--- src/rtl/mult_pkg.sv ---
// Shared types and elaboration helpers for the digit-serial multiplier.
// Holds the FSM state encoding and parameter sanity checks.
package mult_pkg;

    typedef enum logic [1:0] {
        IDLE = 2'd0,
        BUSY = 2'd1,
        DONE = 2'd2
    } state_t;

    function automatic int cnt_width(input int n);
        return (n <= 1) ? 1 : $clog2(n);
    endfunction

    function automatic bit digits_ok(input int w, input int d);
        return (d >= 1) && (d <= w) && ((w % d) == 0);
    endfunction

endpackage

--- src/rtl/dsp_digit_mult.sv ---
// Combinational W x D unsigned partial-product slice.
// Sized so it maps onto a single DSP block.
(* use_dsp48 = "yes" *)
module dsp_digit_mult #(
    parameter int W = 16,
    parameter int D = 4
) (
    input  logic [W-1:0]   i_a,
    input  logic [D-1:0]   i_digit,
    output logic [W+D-1:0] o_prod
);

    assign o_prod = (W+D)'(i_a) * (W+D)'(i_digit);

endmodule

--- src/rtl/digit_serial_mult.sv ---
// Digit-serial unsigned multiplier, one D-bit digit of B per cycle.
// Define MULT_MAC_EN to add in_acc (accumulate onto last product).
module digit_serial_mult
    import mult_pkg::*;
#(
    parameter int W = 16,
    parameter int D = 4
) (
    input  logic           clk,
    input  logic           rst_n,
    input  logic           in_valid,
    output logic           in_ready,
    input  logic [W-1:0]   in_a,
    input  logic [W-1:0]   in_b,
`ifdef MULT_MAC_EN
    input  logic           in_acc,
`endif
    output logic           out_valid,
    input  logic           out_ready,
    output logic [2*W-1:0] out_prod,
    output logic           busy
);

    localparam int NUM_DIGITS = W / D;
    localparam int CW = cnt_width(NUM_DIGITS);
    localparam logic [CW-1:0] LAST = CW'(NUM_DIGITS - 1);

    if (!digits_ok(W, D)) begin : g_bad_cfg
        $error("digit_serial_mult: W must be a multiple of D");
    end

    state_t         r_state;
    state_t         w_state_nxt;
    logic [W-1:0]   r_a;
    logic [W-1:0]   r_b;
    logic [CW-1:0]  r_cnt;
    logic [2*W-1:0] r_acc;
    logic [2*W-1:0] r_prod;
    logic [W+D-1:0] w_partial;
    logic [2*W-1:0] w_acc_nxt;
    logic [2*W-1:0] w_addend;
    logic           w_accept;
    logic           w_last;

    dsp_digit_mult #(
        .W(W),
        .D(D)
    ) u_dsp (
        .i_a    (r_a),
        .i_digit(r_b[D-1:0]),
        .o_prod (w_partial)
    );

    // Partial lands in the top W+D bits; earlier terms slide right by D.
    assign w_acc_nxt = (r_acc >> D)
                     + ((2*W)'(w_partial) << (W - D));

    assign w_accept  = (r_state == IDLE) && in_valid;
    assign w_last    = (r_state == BUSY) && (r_cnt == LAST);
    assign in_ready  = (r_state == IDLE);
    assign out_valid = (r_state == DONE);
    assign busy      = (r_state != IDLE);
    assign out_prod  = r_prod;

`ifdef MULT_MAC_EN
    logic r_mac;
    // Preloaded term shifted out of the window, so it is added at the end.
    assign w_addend = r_mac ? r_prod : '0;
`else
    assign w_addend = '0;
`endif

    always_ff @(posedge clk or negedge rst_n) begin
        if (!rst_n) begin
            r_state <= IDLE;
        end else begin
            r_state <= w_state_nxt;
        end
    end

    always_comb begin
        w_state_nxt = r_state;
        unique case (r_state)
            IDLE: if (in_valid) w_state_nxt = BUSY;
            BUSY: if (w_last) w_state_nxt = DONE;
            DONE: if (out_ready) w_state_nxt = IDLE;
            default: w_state_nxt = IDLE;
        endcase
    end

    always_ff @(posedge clk or negedge rst_n) begin
        if (!rst_n) begin
            r_a    <= '0;
            r_b    <= '0;
            r_cnt  <= '0;
            r_acc  <= '0;
            r_prod <= '0;
`ifdef MULT_MAC_EN
            r_mac  <= 1'b0;
`endif
        end else if (w_accept) begin
            r_a   <= in_a;
            r_b   <= in_b;
            r_cnt <= '0;
            r_acc <= '0;
`ifdef MULT_MAC_EN
            r_mac <= in_acc;
`endif
        end else if (r_state == BUSY) begin
            r_acc <= w_acc_nxt;
            r_b   <= r_b >> D;
            r_cnt <= r_cnt + 1'b1;
            if (w_last) begin
                r_prod <= w_acc_nxt + w_addend;
            end
        end
    end

endmodule

--- config.mk ---
export PLATFORM = sky130hd
export DESIGN_NAME = digit_serial_mult
export DESIGN_NICKNAME = d
export VERILOG_FILES = /design/src/rtl/mult_pkg.sv /design/src/rtl/dsp_digit_mult.sv /design/src/rtl/digit_serial_mult.sv
export SDC_FILE = /design/constraint.sdc
export NUM_CORES = 1
export LEC_CHECK = 0
export BUFFER_PORTS_ARGS = -buffer_cell sky130_fd_sc_hd__clkbuf_2
export CAP_MARGIN = 10
export CORE_ASPECT_RATIO = 0.6
export CORE_MARGIN = 1.5
export CORE_UTILIZATION = 40
export CTS_BUF_LIST = sky130_fd_sc_hd__clkbuf_4
export CTS_CLUSTER_SIZE = 24
export DETAILED_ROUTE_END_ITERATION = 16
export GPL_TIMING_DRIVEN = 0
export SLEW_MARGIN = 20
export SYNTH_ARGS = -nofsm -noshare
export SYNTH_HDL_FRONTEND = slang
export SYNTH_SLANG_ARGS = --single-unit
--- constraint.sdc ---
create_clock -name clk -period 12.9 [get_ports clk]
set_input_delay 1.29 -clock clk [delete_from_list [all_inputs] [get_ports clk]]
set_output_delay 1.29 -clock clk [all_outputs]
set_load 0.05 [all_outputs]
# Word-level counts from Yosys, hierarchy flattened
# Cells that the tools add are included.
# word_totals
register_bits,100
inputBits,36
output_inout_bits,35
word_cells,33
# classes
reduce_logical,7
multipliers,1
n_bitwise,1
add_sub_neg,2
muxes,10
n_eq_ne,6
# ops
operator,n
$mux W32,2
$add A28 B32 Y32,1
$mux W16,2
$mul A16 B4 Y20,1
$mux W2,5
$pmux W2 S3,1
$reduce_and A3 Y1,2
$eq A2 B2 Y1 const B,2
$ne A2 B2 Y1 const B,2
$reduce_bool A2 Y1,2
$add A2 B1 Y2 const B,1
$eq A2 B1 Y1 const B,1
$logic_and A1 B1 Y1,2
$logic_not A2 Y1,1
$ne A2 B1 Y1 const B,1
$not A1 Y1,1

# Logic depth before layout (Yosys ltp)
# Gate-level depths: netlist (run 1).
# depth
word_depth,4
depth_mapped,22
depth_no_buf,21

# Modules after synthesis
# From an unflattened synthesis (run 1), not the netlist that was laid out.
# unflattened
hier_cells,771
area_unflattened_um2,6892.9
# by_module_without_submodules
module,cells_each,area_each_um2,seq_area_each_um2,n_inst
digit_serial_mult,490,4689.5,2402.3,1
dsp_digit_mult,281,2203.4,0.0,1

# Worst setup path before layout (run 1)
# OpenSTA, ideal clock, no wires.
# synth_path
path_kind,flip-flop to flip-flop
startpoint,register r_b[3]
endpoint,register r_acc[29]
n_path_buf,1
slack_ps,8092
arrival_ps,4675
path_stages_with_launch,20
path_cell_list,dfrtp_1 > clkbuf_1 > nand2_1 > fa_1 > fa_1 > inv_1 > fa_1 > a211oi_1 > o21bai_1 > a21oi_1 > xnor2_1 > ha_1 > a21oi_1 > o21ai_0 > o41ai_1 > a21oi_1 > o22a_1 > nand2_1 > xnor2_1 > o21ai_0
# synth_via
elab_chain_len,4
# synth_lines
element,line,text
from (decl),digit_serial_mult.sv:35,logic [W-1:0] r_b;
from (signal assigned),digit_serial_mult.sv:103,r_b <= in_b;
from (signal assigned),digit_serial_mult.sv:111,r_b <= r_b >> D;
$mul A16 B4 Y20,dsp_digit_mult.sv:13,assign o_prod = (W+D)'(i_a) * (W+D)'(i_digit);
$add A28 B32 Y32,digit_serial_mult.sv:56,+ ((2*W)'(w_partial) << (W - D));
$mux W32,digit_serial_mult.sv:109,end else if (r_state == BUSY) begin
$mux W32,digit_serial_mult.sv:101,end else if (w_accept) begin
to (signal assigned),digit_serial_mult.sv:110,r_acc <= w_acc_nxt;
to (decl),digit_serial_mult.sv:37,logic [2*W-1:0] r_acc;
# No other way between the ends. The select of a mux whose other input is x is not followed.
# A chain may end at the register's enable or synchronous reset.

# Worst setup path in the final report (run 1)
# Ends and elaborated chain as after synthesis.

==> results.md, run 1 <==
- Outcome: completed
- CTS tree: yes
- Worst-skew pair later-pin latency: 0.47 ns
- Final Cell Area: 7320 um2
- Die area: 17100 um2
- Placed instance area: 7170 um2
- Hold Path Class: reg2reg
- Drt first-iter violations: 314
- Synth area leader: dfrtp_1
- Critical Path RT: 13.26 ns
- Die width: 168 um
- Post-synth top flop: dfrtp_1
- Vias in the first global route: 5037
- ANT cells: 0
- DRC Markers: 0
- Total global routing overflow: 0
- Measured slew at the worst slew-check pin: 0.808 ns
- Final min period: 6.12 ns
- Synth async-reset ratio: 100%
- Io pins: 71
- Die height: 102 um
- Clock transition at the registers of the reported paths: 0.18 ns
- Final Util: 46.8%
- Library cells used by synthesis: 56
- Synth area leaders: dfrtp_1 37%, nand2_1 9.5%, fa_1 8.9%
- Synth top area share: 36.8%
- Largest net degree at the start of global routing: 88
- CTS Hold Bufs: 0
- Most used cell, CP: fa_1
- Vias: 5295
- CTS resizes: 0
- CP max stage cell: nor4b_1
- Top-count cell post-synth: nand2_1
- Critical path's largest stage delay: 0.63 ns
- Max Cap Viol: 0
- Final Cycle Share: 47.4%
- DR vias/cell: 5.17
- EDFF count, synth: 0
- Top delay family on crit path: adder cells
- Yosys warns: 0
- Syn nets: 842
- Final GP Congestion: 0.861
- Final net count: 924
- Core box area: 15600 um2
- Worst-path cell chain: clkbuf_1, nand2_1, fa_1, fa_1, inv_1, fa_1, a211oi_1, o21bai_1, a21oi_1, xnor2_1, ha_1, nand4_1, nor4b_1, o41ai_1, a21oi_1, o22a_1, nand2_1, xnor2_1, o21ai_0
- Gr usage total: 19.8%
- Worst Hold Launch: r_b[9]
- Unrepaired setup endpoints after global routing: no
- Clock Path Buffers: 2
- Syn avg cell area: 8.89 um2
- CTS root buf: clkbuf_4
- Max Clk Rate: 0.163 GHz
- Arrival @ worst endpoint: 6.47 ns
- H-Tree Depth: 3
- Max-slew violation count: 0
- Detailed Routing Iterations Pass 1: 7
- Antenna violations before repair: 0
- Final setup vio count: 0
- Port bufs: 70
- Top sig layer: met4
- Critical path class: reg2reg
- Global-route wire length before repair: 26.5 mm
- Clock sink count: 96
- Startpoint type of the worst setup path: register
- CTS buffer count: 9
- Worst clock skew: 0.0325 ns
- RR Startpoint: r_b[3]
- Hold Vio Cnt, Final: 0
- M1 WL: 8.94 mm
- Crit path launch: r_b[3]
- Area growth, synth to finish: 12.0%
- Final sum of negative setup slack: 0 ns
- CP endpoint kind: register
- Post-synthesis sequential area ratio: 36.8%
- Post-CTS Setup Bufs: 0
- Initial Util: 41.8%
- DRT Wirelength: 15.9 mm
- Number of synthesized register bits: 96
- DR WL met2: 5.97 mm
- CP Buf/Inv Count: 2
- Mapped cell area: 6530 um2
- Met3 wire length: 821 um
- CP max FO: 10
- HPWL after DPL: 12.3 mm
- Worst slew margin: 46.1%
- Proportion of layout cells with a drive suffix above 1: 14.1%
- Number of routed nets with antenna violations: 0
- Cell count after synthesis: 735
- Most frequent cells after synthesis: 165 x nand2_1, 96 x dfrtp_1, 55 x inv_1, 54 x o21ai_0, 44 x and2_1
- Wirelength per Cell: 15.5 um
- Cell row count: 35
-- cell usage in the layout, fill, tap and decap left out, types with 3 or more instances in the layout --
master    instances
o21a_1            8
nand2_1         165
inv_1            55
nor3_1            5
a31oi_1           3
o21ai_1           3
o21ai_0          54
ha_1             42
dfrtp_1          96
clkbuf_2         69
mux2_2           16
nor2_1           19
fa_1             29
a211oi_1          5
a21oi_1          29
nand2b_1          5
o21bai_1          6
clkbuf_4          9
clkbuf_1         26
nand4_1           4
and2_1           44
xnor2_1          15
a22oi_1          12
nand3_1          30
a21o_1            9
nor2b_1           3
xor2_1           12
-- registers in the layout (all words and copies together), names as in the netlist --
name and cells:
r_b 16, r_cnt 2, r_state 2, out_prod 32
r_a 16, r_acc 28
-- worst reg2reg max path, stage by stage, from the launching register on --
cell and delay, ns:
dfrtp_1 0.56, clkbuf_1 0.44, nand2_1 0.15, fa_1 0.52
fa_1 0.54, inv_1 0.07, fa_1 0.48, a211oi_1 0.33
o21bai_1 0.12, a21oi_1 0.19, xnor2_1 0.10, ha_1 0.40
nand4_1 0.13, nor4b_1 0.63, o41ai_1 0.26, a21oi_1 0.30
o22a_1 0.26, nand2_1 0.09, xnor2_1 0.33, o21ai_0 0.13
-- metal layers --
metal / global-route usage, % / vias up
met5: 0 / -
met4: 3.88 / 0
met3: 4.53 / 11
met2: 26.3 / 117
met1: 31.9 / 2544
li1: - / 2623
-- layout make-up --
type	count	area, um2
flip-flops and latches	96	2400
clock inverters	7	76.3
clock buffers	9	67.6
repair buffers	71	387
plain buffers	29	118
well taps	203	254
multi-input cells	555	3800
fillers	1535	8320
inverters	55	206
-- metrics by stage --
stage / hold WS (ns) / std cells / setup slack (ns)
after floorplan: 0.446 / 735 / 8.09
after global placement: 0.461 / 1008 / 6.85
after detailed placement: 0.463 / 1009 / 6.90
after CTS: 0.504 / 1025 / 6.89
after global routing: 0.526 / 1025 / 6.26
final: 0.501 / 1025 / 6.78
-- worst paths after layout --
path | end | slack, ns | cells after the start
hold reg to reg | r_b[9] | 0.50 | 2
setup reg to reg | r_acc[29] | 6.78 | 19
hold / removal | r_b[9] | 0.50 | 2
max in group asynchronous | r_a[7] | 11.61 | 2
setup / recovery | r_acc[29] | 6.78 | 19
min in group asynchronous | out_prod[31] | 0.61 | 1
-- cells by family after synthesis --
| kind of cell | synth area share (%) |
|---|---|
| AND/OR/NAND/NOR | 20.6 |
| adder cells (fa/ha/maj) | 16.9 |
| AO/OA/AOI/OAI | 14.2 |
| XOR/XNOR | 3.62 |
| flip-flops | 36.8 |
| multiplexers | 2.91 |
| buffers and inverters | 4.96 |
Power of run 1 is left out: the tool's default activity adds up to more than one toggle a clock period on the data nets, which glitch-free logic cannot reach.
==> run 2, diff against run 1 <==
--- a/config.mk
+++ b/config.mk
@@ -5,6 +5,7 @@
 export SDC_FILE = /design/constraint.sdc
 export NUM_CORES = 1
 export LEC_CHECK = 0
+export ABC_AREA = 1
 export BUFFER_PORTS_ARGS = -buffer_cell sky130_fd_sc_hd__clkbuf_2
 export CAP_MARGIN = 10
 export CORE_ASPECT_RATIO = 0.6
==> constraint.sdc (replaced) <==
create_clock -name clk -period 5.9 [get_ports clk]
set_input_delay 0.59 -clock clk [delete_from_list [all_inputs] [get_ports clk]]
set_output_delay 0.59 -clock clk [all_outputs]
set_load 0.05 [all_outputs]
==> results.md, run 2 <==
- Outcome: completed
- Final setup vio count: 0
- CP max FO: 10
- CTS tree: yes
- Arrival @ worst endpoint: 5.51 ns
- R2r setup slk: 0.76 ns
- Hold Vio Cnt, Final: 0
- Hold Slack: 0.246 ns
- Top-count cell post-synth: nand2_1
- Largest net degree at the start of global routing: 85
- Most common cell after layout, fill and taps aside: nand2_1
- Final net count: 1050
- DR vias/cell: 4.73
- Clock Path Buffers: 2
- Critical Path RT: 6.27 ns
- Io pins: 71
- Max Clk Rate: 0.195 GHz
- CTS buffer count: 9
- Critical path class: reg2reg
- Final Cycle Share: 87.1%
- ANT cells: 0
- CP max stage cell: fa_1
- CP Buf/Inv Count: 4
- DRC Markers: 0
- Critical path's largest stage delay: 0.54 ns
- Cell row count: 36
- Die height: 103 um
- Synth area leader: dfrtp_1
- Final sum of negative setup slack: 0 ns
- Antenna violations before repair: 0
- Worst Setup EP: r_acc[27]
- H-Tree Depth: 3
- Max-slew violation count: 0
- Commonest cells after routing, fill and taps aside: 306 x nand2_1, 144 x inv_1, 96 x dfrtp_1, 69 x clkbuf_2, 42 x ha_1
- Library cells used by synthesis: 38
- Worst-path cell chain: clkbuf_1, clkbuf_1, nand2_1, fa_1, fa_1, inv_1, fa_1, nand3_1, nand3_2, nand3_1, nand2_1, nand3_1, nand2_1, xor2_1, ha_1, nand2_1, inv_1, nand2_1, nand2_1, a21oi_1, nand2_1, or2_2, a32o_1
- Post-synthesis sequential area ratio: 36.1%
- RR Startpoint: r_b[3]
- CTS root buf: clkbuf_4
- Final GP Congestion: 0.867
- Worst slew margin: 60.5%
- RR Endpoint: r_acc[27]
- DRT Wirelength: 16.6 mm
- Max Cap Viol: 0
- Synth async-reset ratio: 100%
- Hold Path Class: in2reg
- Proportion of layout cells with a drive suffix above 1: 13.6%
- Global-route wire length before repair: 27.8 mm
- CTS resizes: 0
- Cell count after synthesis: 860
- Worst clock skew: 0.0335 ns
- Crit path depth: 23
- Syn nets: 967
- Measured slew at the worst slew-check pin: 0.592 ns
- Most used cell, CP: nand2_1
- Max reg flops: 32
- Initial Util: 41.0%
- Wirelength per Cell: 14.1 um
- Total global routing overflow: 0
- Core box area: 16300 um2
- Vias in the first global route: 5268
- Area growth, synth to finish: 12.4%
- Startpoint type of the worst setup path: register
- Most frequent cells after synthesis: 306 x nand2_1, 144 x inv_1, 96 x dfrtp_1, 42 x ha_1, 39 x o21ai_0
- EDFF count, synth: 0
- Synth top area share: 36.1%
- Clock sink count: 96
- Drt first-iter violations: 333
- Final min period: 5.14 ns
- Number of routed nets with antenna violations: 0
- Yosys warns: 0
- Worst R2R Path Depth: 23
- Syn avg cell area: 7.74 um2
- CP endpoint kind: register
- Vias: 5560
- Mapped cell area: 6660 um2
- Number of synthesized register bits: 96
- Worst-skew pair later-pin latency: 0.49 ns
- Top delay family on crit path: adder cells
- Clock transition at the registers of the reported paths: 0.20 ns
- Crit path launch: r_b[3]
- Gr usage total: 20.7%
- Detailed Routing Iterations Pass 1: 7
- Port bufs: 70
- Die width: 170 um
- Post-synth top flop: dfrtp_1
- Die area: 17500 um2
- HPWL after DPL: 13.2 mm
- Synth area leaders: dfrtp_1 36%, nand2_1 17%, fa_1 8.7%
- Unrepaired setup endpoints after global routing: no
-- run 2: routing by layer --
metal  vias up  global-route usage (%)  routed length, um
li1       2840                       -                  -
met1      2548                    35.2               9780
met2       165                    25.7               5770
met3         7                    4.11                932
met4         0                    3.34                 94
met5         -                       0                  0
-- run 2: layout make-up --
class	count	area, um2
Multi-Input combinational cell	591	3590
Tap cell	228	285
Buffer	26	116
Inverter	147	552
Sequential cell	96	2400
Fill cell	1639	8770
Clock inverter	7	78.8
Clock buffer	9	67.6
Timing Repair Buffer	72	397
-- run 2: worst min-delay path by stage --
stage	slack, ns	cells after the start	from	to
detailed placement	0.44	1	rst_n	out_prod[28]
floorplan	0.29	0	rst_n	out_prod[0]
finish	0.25	2	out_ready	r_state[1]
global placement	0.46	2	out_prod[26]	out_prod[26]
global route	0.20	2	out_ready	r_state[1]
CTS	0.22	2	out_ready	r_state[1]
-- run 2: repair_timing --
item,in CTS,in global routing
hold buffers,1,0
buffers inserted,0,0
endpoints found under the hold margin,12,0
-- run 2: metrics by stage --
stage	setup WS [ns]	std cells	util [%]	instance area (um2)
floorplan	1.46	860	-	6660
global placement	0.825	1158	44.9	7290
detailed placement	0.823	1159	45.1	7330
CTS	0.736	1176	46.0	7490
global route	0.283	1176	46.0	7490
finish	0.759	1176	46.0	7490
-- run 2: cell families after synthesis --
family          Yosys count  share of synthesized area [%]
simple gates            385                           23.9
fa+ha+maj                71                           16.6
xor+xnor                 26                           3.42
flops                    96                           36.1
buf+inv                 173                           10.0
compound gates          109                           9.94
Power of run 2 is left out for the same reason.
==> run 3, diff against run 2 <==
--- a/config.mk
+++ b/config.mk
@@ -8,7 +8,7 @@
 export ABC_AREA = 1
 export BUFFER_PORTS_ARGS = -buffer_cell sky130_fd_sc_hd__clkbuf_2
 export CAP_MARGIN = 10
-export CORE_ASPECT_RATIO = 0.6
+export CORE_ASPECT_RATIO = 1.25
 export CORE_MARGIN = 1.5
 export CORE_UTILIZATION = 40
 export CTS_BUF_LIST = sky130_fd_sc_hd__clkbuf_4
==> results.md, run 3 (same netlist as run 2, synthesis figures left out) <==
- Outcome: completed
- CP max stage cell: fa_1
- Detailed Routing Iterations Pass 1: 4
- Critical path's largest stage delay: 0.54 ns
- RR Startpoint: r_b[1]
- Most common cell after layout, fill and taps aside: nand2_1
- Area growth, synth to finish: 12.4%
- Worst-path cell chain: clkbuf_1, clkbuf_1, nand2_1, fa_1, fa_1, inv_1, fa_1, nand3_1, nand3_2, nand3_1, nand2_1, nand3_1, nand2_1, xor2_1, ha_1, nand2_1, inv_1, nand2_1, nand2_1, a21oi_1, nand2_1, or2_2, a32o_1
- DRC Markers: 0
- CP endpoint kind: register
- Final GP Congestion: 0.849
- Crit path depth: 23
- Clock transition at the registers of the reported paths: 0.19 ns
- Worst slew margin: 61.1%
- Largest net degree at the start of global routing: 53
- Final sum of negative setup slack: 0 ns
- Drt first-iter violations: 258
- Max reg flops: 32
- Max-slew violation count: 0
- CTS root buf: clkbuf_4
- Max Clk Rate: 0.195 GHz
- CTS buffer count: 9
- Unrepaired setup endpoints after global routing: no
- Startpoint type of the worst setup path: register
- Number of routed nets with antenna violations: 0
- CTS resizes: 0
- Worst clock skew: 0.0256 ns
- Dpl ws: 0.783 ns
- Worst Setup EP: r_acc[27]
- Critical Path RT: 6.30 ns
- Top delay family on crit path: adder cells
- Vias: 5455
- Final setup vio count: 0
- Commonest cells after routing, fill and taps aside: 306 x nand2_1, 144 x inv_1, 96 x dfrtp_1, 69 x clkbuf_2, 42 x ha_1
- HPWL after DPL: 12.0 mm
- Fin worst setup slack: 0.764 ns
- DR vias/cell: 4.68
- Final min period: 5.14 ns
- CP Buf/Inv Count: 4
- R2r setup slk: 0.76 ns
- Global-route wire length before repair: 25.8 mm
- Die area: 17400 um2
- Hold path depth: 2
- Io pins: 71
- CTS Hold Bufs: 1
- Hold Vio Cnt, Final: 0
- CTS tree: yes
- Port bufs: 70
- Max Cap Viol: 0
- Vias in the first global route: 5544
- Die width: 118 um
- Crit path launch: r_b[1]
- Proportion of layout cells with a drive suffix above 1: 13.6%
- Total global routing overflow: 0
- Final net count: 1050
- Die height: 147 um
- RR Endpoint: r_acc[27]
- FILL cells: 1692
- CP max FO: 10
- Most used cell, CP: nand2_1
- Final Cycle Share: 87.0%
- Clock sink count: 96
- H-Tree Depth: 3
- Worst R2R Path Depth: 23
- Arrival @ worst endpoint: 5.53 ns
- Clock Path Buffers: 2
- Hold Path Class: in2reg
- Initial Util: 40.9%
- Cell row count: 52
- Measured slew at the worst slew-check pin: 0.583 ns
- Critical path class: reg2reg
- Antenna violations before repair: 1
- Worst-skew pair later-pin latency: 0.50 ns
- Wirelength per Cell: 12.9 um
- Core box area: 16300 um2
- Gr usage total: 18.3%
- Post-CTS Setup Bufs: 0
- DRT Wirelength: 15.1 mm
run 3: cell type report:
type                       count  area [um2]  area share (%)
buffer                        26         116            1.56
sequential                    96        2400            32.1
antenna                        1        2.50          0.0334
inverter                     147         552            7.37
tap                          216         270            3.61
timing repair buffer          72         397            5.30
clock inverter                 7        86.3            1.15
multi-input combinational    591        3590            48.0
clock buffer                   9        67.6           0.903
run 3: how the worst min path moves through the flow:
stage	startpoint	endpoint	slack [ns]
5_1_grt	out_ready	r_state[1]	0.21
2_1_floorplan	rst_n	out_prod[0]	0.29
3_3_place_gp	out_prod[6]	out_prod[6]	0.47
3_5_place_dp	out_prod[30]	out_prod[30]	0.47
6_report	out_ready	r_state[1]	0.24
4_1_cts	out_ready	r_state[1]	0.21
run 3: routing by layer:
metal | wire, um | part of all wire [%] | vias to the layer above | GRT usage [%]
met3 | 322 | 2.1 | 15 | 2.14
met5 | 0 | 0 | - | 0
li1 | - | - | 2832 | -
met1 | 6950 | 46 | 2539 | 22.1
met2 | 7550 | 50 | 69 | 33.6
met4 | 265 | 1.8 | 0 | 6.20
run 3: per-stage QoR:
stage,util [%],area (um2),hold WS [ns],cells
floorplan,-,6660,0.294,860
global placement,44.8,7280,0.465,1146
finish,46.0,7480,0.241,1165
CTS,46.0,7480,0.205,1164
detailed placement,45.0,7320,0.467,1147
global route,46.0,7480,0.214,1165
Power of run 3 is left out for the same reason.
